File: config.mk
export PLATFORM = sky130hd
export DESIGN_NAME = note_sequencer
export DESIGN_NICKNAME = d
export VERILOG_FILES = /design/src/rtl/note_sequencer.sv
export SDC_FILE = /design/constraint.sdc
export NUM_CORES = 1
export LEC_CHECK = 0
export CAP_MARGIN = 40
export CORE_MARGIN = 5
export CORE_UTILIZATION = 40
export DETAILED_ROUTE_END_ITERATION = 7
export PLACE_DENSITY_LB_ADDON = 0.3
export REMOVE_ABC_BUFFERS = 1
export SLEW_MARGIN = 0
export SYNTH_ARGS = -nofsm -noshare
export SYNTH_HDL_FRONTEND = slang
export SYNTH_SLANG_ARGS = --single-unit
File: constraint.sdc
create_clock -name clk -period 4.85 [get_ports clk]
set_clock_uncertainty 0.05 [all_clocks]
set_input_delay 0.485 -clock clk [delete_from_list [all_inputs] [get_ports clk]]
set_output_delay 0.485 -clock clk [all_outputs]
set_load 0.03 [all_outputs]
File: src/rtl/note_sequencer.sv
`default_nettype none
// +----------------------------------------------------------------------------+
// | note_sequencer: walks a synchronous note ROM, holding each note for its     |
// | programmed beat count. Define NOTE_SEQUENCER_LOOP_EN to loop the song.      |
// | Revision: 1.0                                                              |
// +----------------------------------------------------------------------------+
module note_sequencer #(
  parameter int ADDR_W = 7,
  parameter int NOTE_W = 6,
  parameter int DUR_W  = 6
) (
  input  logic                      clk,
  input  logic                      reset,
  input  logic                      beat,
  input  logic                      play,
  input  logic                      stop,
  output logic [ADDR_W-1:0]         rom_addr,
  input  logic [NOTE_W+DUR_W-1:0]   rom_data,
  output logic [NOTE_W-1:0]         note_out,
  output logic                      note_active,
  output logic                      new_note,
  output logic                      song_done
);

  typedef enum logic [2:0] {
    S_IDLE   = 3'd0,
    S_FETCH  = 3'd1,
    S_DECODE = 3'd2,
    S_PLAY   = 3'd3,
    S_DONE   = 3'd4
  } state_t;

  localparam logic [ADDR_W-1:0] LAST_ADDR = '1;
  localparam logic [DUR_W-1:0]  DUR_ONE   = DUR_W'(1);

  state_t              state_q, state_d;
  logic [ADDR_W-1:0]   rom_addr_q, rom_addr_d;
  logic [NOTE_W-1:0]   note_out_q, note_out_d;
  logic [DUR_W-1:0]    remaining_q, remaining_d;
  logic                new_note_q, new_note_d;
  logic                song_done_q, song_done_d;

  logic [NOTE_W-1:0]   rom_note;
  logic [DUR_W-1:0]    rom_dur;
  logic                beat_counted;

  assign rom_note     = rom_data[NOTE_W+DUR_W-1 -: NOTE_W];
  assign rom_dur      = rom_data[DUR_W-1:0];
  assign beat_counted = beat && play;

  always_comb begin
    state_d     = state_q;
    rom_addr_d  = rom_addr_q;
    note_out_d  = note_out_q;
    remaining_d = remaining_q;
    new_note_d  = 1'b0;
`ifdef NOTE_SEQUENCER_LOOP_EN
    song_done_d = 1'b0;
`else
    song_done_d = song_done_q;
`endif

    if (stop) begin
      state_d     = S_IDLE;
      rom_addr_d  = '0;
      note_out_d  = '0;
      remaining_d = '0;
      song_done_d = 1'b0;
    end else begin
      case (state_q)
        S_IDLE: begin
          rom_addr_d = '0;
          if (play) state_d = S_FETCH;
        end
        S_FETCH: state_d = S_DECODE;
        S_DECODE: begin
          if (rom_dur != '0) begin
            note_out_d  = rom_note;
            remaining_d = rom_dur;
            new_note_d  = 1'b1;
            state_d     = S_PLAY;
          end else begin
            song_done_d = 1'b1;
`ifdef NOTE_SEQUENCER_LOOP_EN
            rom_addr_d  = '0;
            state_d     = S_FETCH;
`else
            state_d     = S_DONE;
`endif
          end
        end
        S_PLAY: begin
          if (beat_counted) begin
            // The <= guard keeps remaining from wrapping even if it were ever 0.
            if (remaining_q <= DUR_ONE) begin
              remaining_d = '0;
              if (rom_addr_q == LAST_ADDR) begin
                song_done_d = 1'b1;
`ifdef NOTE_SEQUENCER_LOOP_EN
                rom_addr_d  = '0;
                state_d     = S_FETCH;
`else
                state_d     = S_DONE;
`endif
              end else begin
                rom_addr_d = rom_addr_q + ADDR_W'(1);
                state_d    = S_FETCH;
              end
            end else begin
              remaining_d = remaining_q - DUR_ONE;
            end
          end
        end
        S_DONE: state_d = S_DONE;
        default: begin
          state_d    = S_IDLE;
          rom_addr_d = '0;
          note_out_d = '0;
        end
      endcase
    end
  end

  always_ff @(posedge clk) begin
    if (reset) begin
      state_q     <= S_IDLE;
      rom_addr_q  <= '0;
      note_out_q  <= '0;
      remaining_q <= '0;
      new_note_q  <= 1'b0;
      song_done_q <= 1'b0;
    end else begin
      state_q     <= state_d;
      rom_addr_q  <= rom_addr_d;
      note_out_q  <= note_out_d;
      remaining_q <= remaining_d;
      new_note_q  <= new_note_d;
      song_done_q <= song_done_d;
    end
  end

  assign rom_addr    = rom_addr_q;
  assign note_out    = note_out_q;
  assign new_note    = new_note_q;
  assign song_done   = song_done_q;
  // A paused note goes silent immediately, so play is used directly here.
  assign note_active = (state_q == S_PLAY) && play && (note_out_q != '0);

endmodule
`default_nettype wire

==> results by stage <==
Hold path:
- The worst hold path terminates at note_out[0].
- The number of cells traversed by the worst hold path is 2.
- The class of the tightest hold or removal check is flop to flop.
- The startpoint of the most critical hold path is note_out[0].

Clock network:
- The root buffer cell chosen for the clock tree is clkbuf_4.
- The number of resized instances in the post-cts repair step is 0.
- The later pin in the worst-skew pair is clocked with a latency of 330 ps.
- The register clock-pin slew on the reported worst setup and hold paths is 140 ps.
- The number of CTS-inserted buffers is 3.
- The tree built by TritonCTS fans out to 24 sinks.
- TritonCTS built the clock tree.
- The number of setup buffers added after CTS is 0.
- The maximum level of the CTS H-tree is 1.
- The hold-fix buffer count after cts is 0.
- In this run the deepest clock path goes through 2 buffers.

Worst setup path:
- In this run the register-to-register setup slack is 2570 ps.
- The signal on the critical path passes through and3b_1 -> o311a_1 -> clkdlybuf4s50_1.
- At the worst endpoint, the arrival time is 2170 ps.
- The endpoint class of the critical path is a primary output.
- The critical path is of the flop to primary output type.
- The startpoint of the most critical register-to-register path is remaining_q[0].
- The worst setup path is launched from a flop.
- The required time of the worst setup path is 4320 ps.
- Of all nets on the critical path, the largest fanout is 14.
- The endpoint of the lowest-slack register-to-register path is remaining_q[5].
- For this run, the slowest stage of the critical path takes 670 ps.
- On the critical path, the stage with the largest delay is an instance of clkdlybuf4s50_1.
- The worst register-to-register path has a depth of 6.

Yosys:
- The xor/xnor share of the synthesized area is 0%.
- The number of flops mapped to enable cells by yosys is 0.
- The fraction of post-synthesis cell area in the top cell type by area is 35.7%.
- Sequential elements use 35.7% of the synthesized area.
- After synthesis, the mean cell area works out to 8.26 µm².
- By area, the combinational part of the netlist is dominated by simple AND/OR/NAND/NOR gates.
- Summed over all instances, the cell type with the most area after synthesis is dfxtp_1.
- The synthesized netlist devotes 32.1% of its cell area to simple gates.
- Yosys attributes the largest share of cell area to dfxtp_1, a21oi_1, or4_1, nand2b_1, nand2_1.
- Of the total synthesized cell area, the portion taken by full adders, half adders and majority gates is 2.79%.
- In the synthesized netlist, the number of instances is 163.
- The synthesized netlist devotes 23.4% of its cell area to compound gates.
- The main flop type after synthesis is dfxtp_1.
- The fraction of registers with async set or reset after synthesis is 0%.
- The post-synthesis instance area is 1350 µm².
- The most common cell in the netlist is dfxtp_1.
- The number of distinct library cell variants in the gate-level netlist after synthesis is 49.
- During synthesis, Yosys emitted a total of 0 warnings.
- Sorting the synthesized cells by how often they occur yields dfxtp_1, a21oi_1, nand2_1.
- The multiplexer share of the synthesized area is 1.58%.
- After synthesis the netlist holds a flip-flop and latch count of 24.

Placed design:
- Detailed placement finished with a half-perimeter wire length of 2780 µm.
- The worst setup slack before clock tree synthesis is 2280 ps.
- The placed cell count is 234.
- The number of port buffers is 32.
- The weighted congestion at the end of routability-driven global placement is 0.890.

STA:
- In the final timing run, aggregate negative setup slack is 0 ps.
- The worst hold-check slack is 448 ps.
- Setup violations remaining at the end of the flow were counted as 0.
- Setup repair after global routing left no endpoint under its margin.
- The time the final worst path needs with I/O delays and setup is 2700 ps.
- The final max-slew violation count is 0.
- For this run, the top clock speed supported by timing is 370 MHz.
- The smallest setup slack after layout is 2150 ps.
- The hold violation total from the final report is 0.
- Dividing the final minimum period by the clock period gives 55.7%.
- The relative max-transition margin is 60.2%.
- The slew of the pin with the lowest slew margin is 594 ps.

Pwr:
- The switching part of the total power is 21.3%.
- The analysis attributes to net switching a power of 0.0000812 W.
- In this run the static leakage power is 0.587 nW.
- Sequential cells burn 52.7% of the power.
- The largest voltage drop on the vdd net is 0.110 mV.
- For this design the ratio of total power to cell area is 220 nW/µm².
- The share of total power dissipated in the clock network is 38.6%.
- The combinational share of power is 8.7%.
- Internal power comes to 0.000300 W.

Routing:
- The count of nets left with antenna violations once routing finished came out at 0.
- Wires add up to 3660 µm.
- In the routed layout, each cell is associated on average with a via count of 5.79.
- The DRC violations left is 0.
- The first detailed-routing pass took 4 iterations.
- The detailed router finished its first iteration with 85 violations.
- The final route contains 1378 vias.
- The routed wire length per instance is 15.4 µm.

Floorplan:
- The die width is 68.0 µm.
- The floorplan step set the die height to 68.0 µm.
- The placeable core region is 3280 µm².
- For this design the top-level I/O count stands at 33.
- The floorplan step defined a die boundary enclosing 4630 µm².
- For this configuration, the core starts out at a cell density of 41.0%.
- The initialized floorplan defines 21 standard-cell rows.

Cells and area:
- The area used by sequential logic in the layout is 480 µm².
- The number of filler instances in the final layout is 320.
- The area growth from synthesis to final layout is 28.9%.
- The multi-input gate area in the final layout is 806 µm².
- The number of antenna diodes in the final layout is 0.
- The share of final-layout standard cells stronger than drive strength 1 is 5.73%.
- The number of nets in the layout is 213.
- The number of standard cells in the layout, taps in and fillers out is 238.

GRT:
- The global-route wire length before repair is 6110 µm.
- The via count of the first global-routing pass came to 1331.
- Global routing finished with a remaining overflow of 0.
- The pin count of the biggest net entering global routing is 18.
- The number of antenna violations at the first check in global routing is 0.
- The total global routing track utilization is 17.0%.

Status:
- The run finished with clean final reports.

Run:
- The number of max-cap violations is 0.
-- power by group through the flow --
stage          registers [W]  logic (W)  clock network, W
4_1_cts             0.000201  0.0000329          0.000148
3_5_place_dp        0.000205  0.0000328                 0
5_1_grt             0.000201  0.0000361          0.000158
6_report            0.000201  0.0000332          0.000147
2_1_floorplan       0.000204  0.0000137                 0
3_3_place_gp        0.000205  0.0000322                 0
-- cell families (layout without fill, tap and decap cells) --
| logic type | count (synthesis) | in the layout |
|---|---|---|
| AOI/OAI and AO/OA | 46 | 46 |
| adders and majority gates | 3 | 3 |
| buffers and inverters | 12 | 41 |
| DFF | 24 | 24 |
| muxes | 2 | 2 |
| and+or+nand+nor | 76 | 76 |
-- how the worst max path moves through the flow --
stage | end | slack [ps] | from | depth (start not counted)
2_1_floorplan | remaining_q[0] | 2830 | rom_data[4] | 4
3_3_place_gp | remaining_q[0] | 2330 | rom_data[4] | 5
3_5_place_dp | remaining_q[1] | 2280 | rom_data[3] | 5
4_1_cts | note_active | 2170 | state_q[0] | 3
5_1_grt | note_active | 2080 | state_q[0] | 3
6_report | note_active | 2150 | state_q[0] | 3
-- cell usage in the layout (no fill, tap or decap), drive strengths merged, types with 5 or more instances in the layout --
master | netlist | layout
nor2 | 12 | 12
nand3 | 9 | 9
inv | 5 | 5
or4 | 8 | 8
o21ai | 5 | 5
a21oi | 14 | 14
nand2 | 13 | 13
nand2b | 8 | 8
dfxtp | 24 | 24
clkdlybuf4s50 | 0 | 32
-- routing by layer --
| metal | global-route usage (%) | wire length [µm] | up-vias |
|---|---|---|---|
| li1 | - | - | 682 |
| met1 | 21.0 | 1590 | 640 |
| met2 | 29.7 | 1770 | 53 |
| met3 | 3.94 | 269 | 3 |
| met4 | 3.97 | 27 | 0 |
| met5 | 0 | 0 | - |
-- per-stage QoR --
step / total power [W] / cell area, µm² / utilization, %
2_1_floorplan: 0.000218 / 1310 / -
3_3_place_gp: 0.000237 / 1680 / 51.2
3_5_place_dp: 0.000238 / 1680 / 51.2
4_1_cts: 0.000382 / 1740 / 52.8
5_1_grt: 0.000395 / 1740 / 52.8
6_report: 0.000381 / 1740 / 52.8
-- flip-flops by register name, indices dropped and copies added, names as in the netlist --
register and cells:
state_q 3, new_note 1, note_out 6, rom_addr 7, remaining_q 6, song_done 1
-- cell type report --
class                           count  area share, %
Inverter                            5           1.08
Timing Repair Buffer               32           18.5
Tap cell                           46           3.32
Sequential cell                    24           27.7
Clock buffer                        3           1.30
Multi-Input combinational cell    127           46.4
Clock inverter                      1           1.73
-- critical path, delay by kind of cell (launching register included) --
kind	cells	cell delay, ps
buffers and inverters	1	670
AOI/OAI and AO/OA	1	200
DFF	1	610
and+or+nand+nor	1	360
Power figures use the tool's default switching activity.
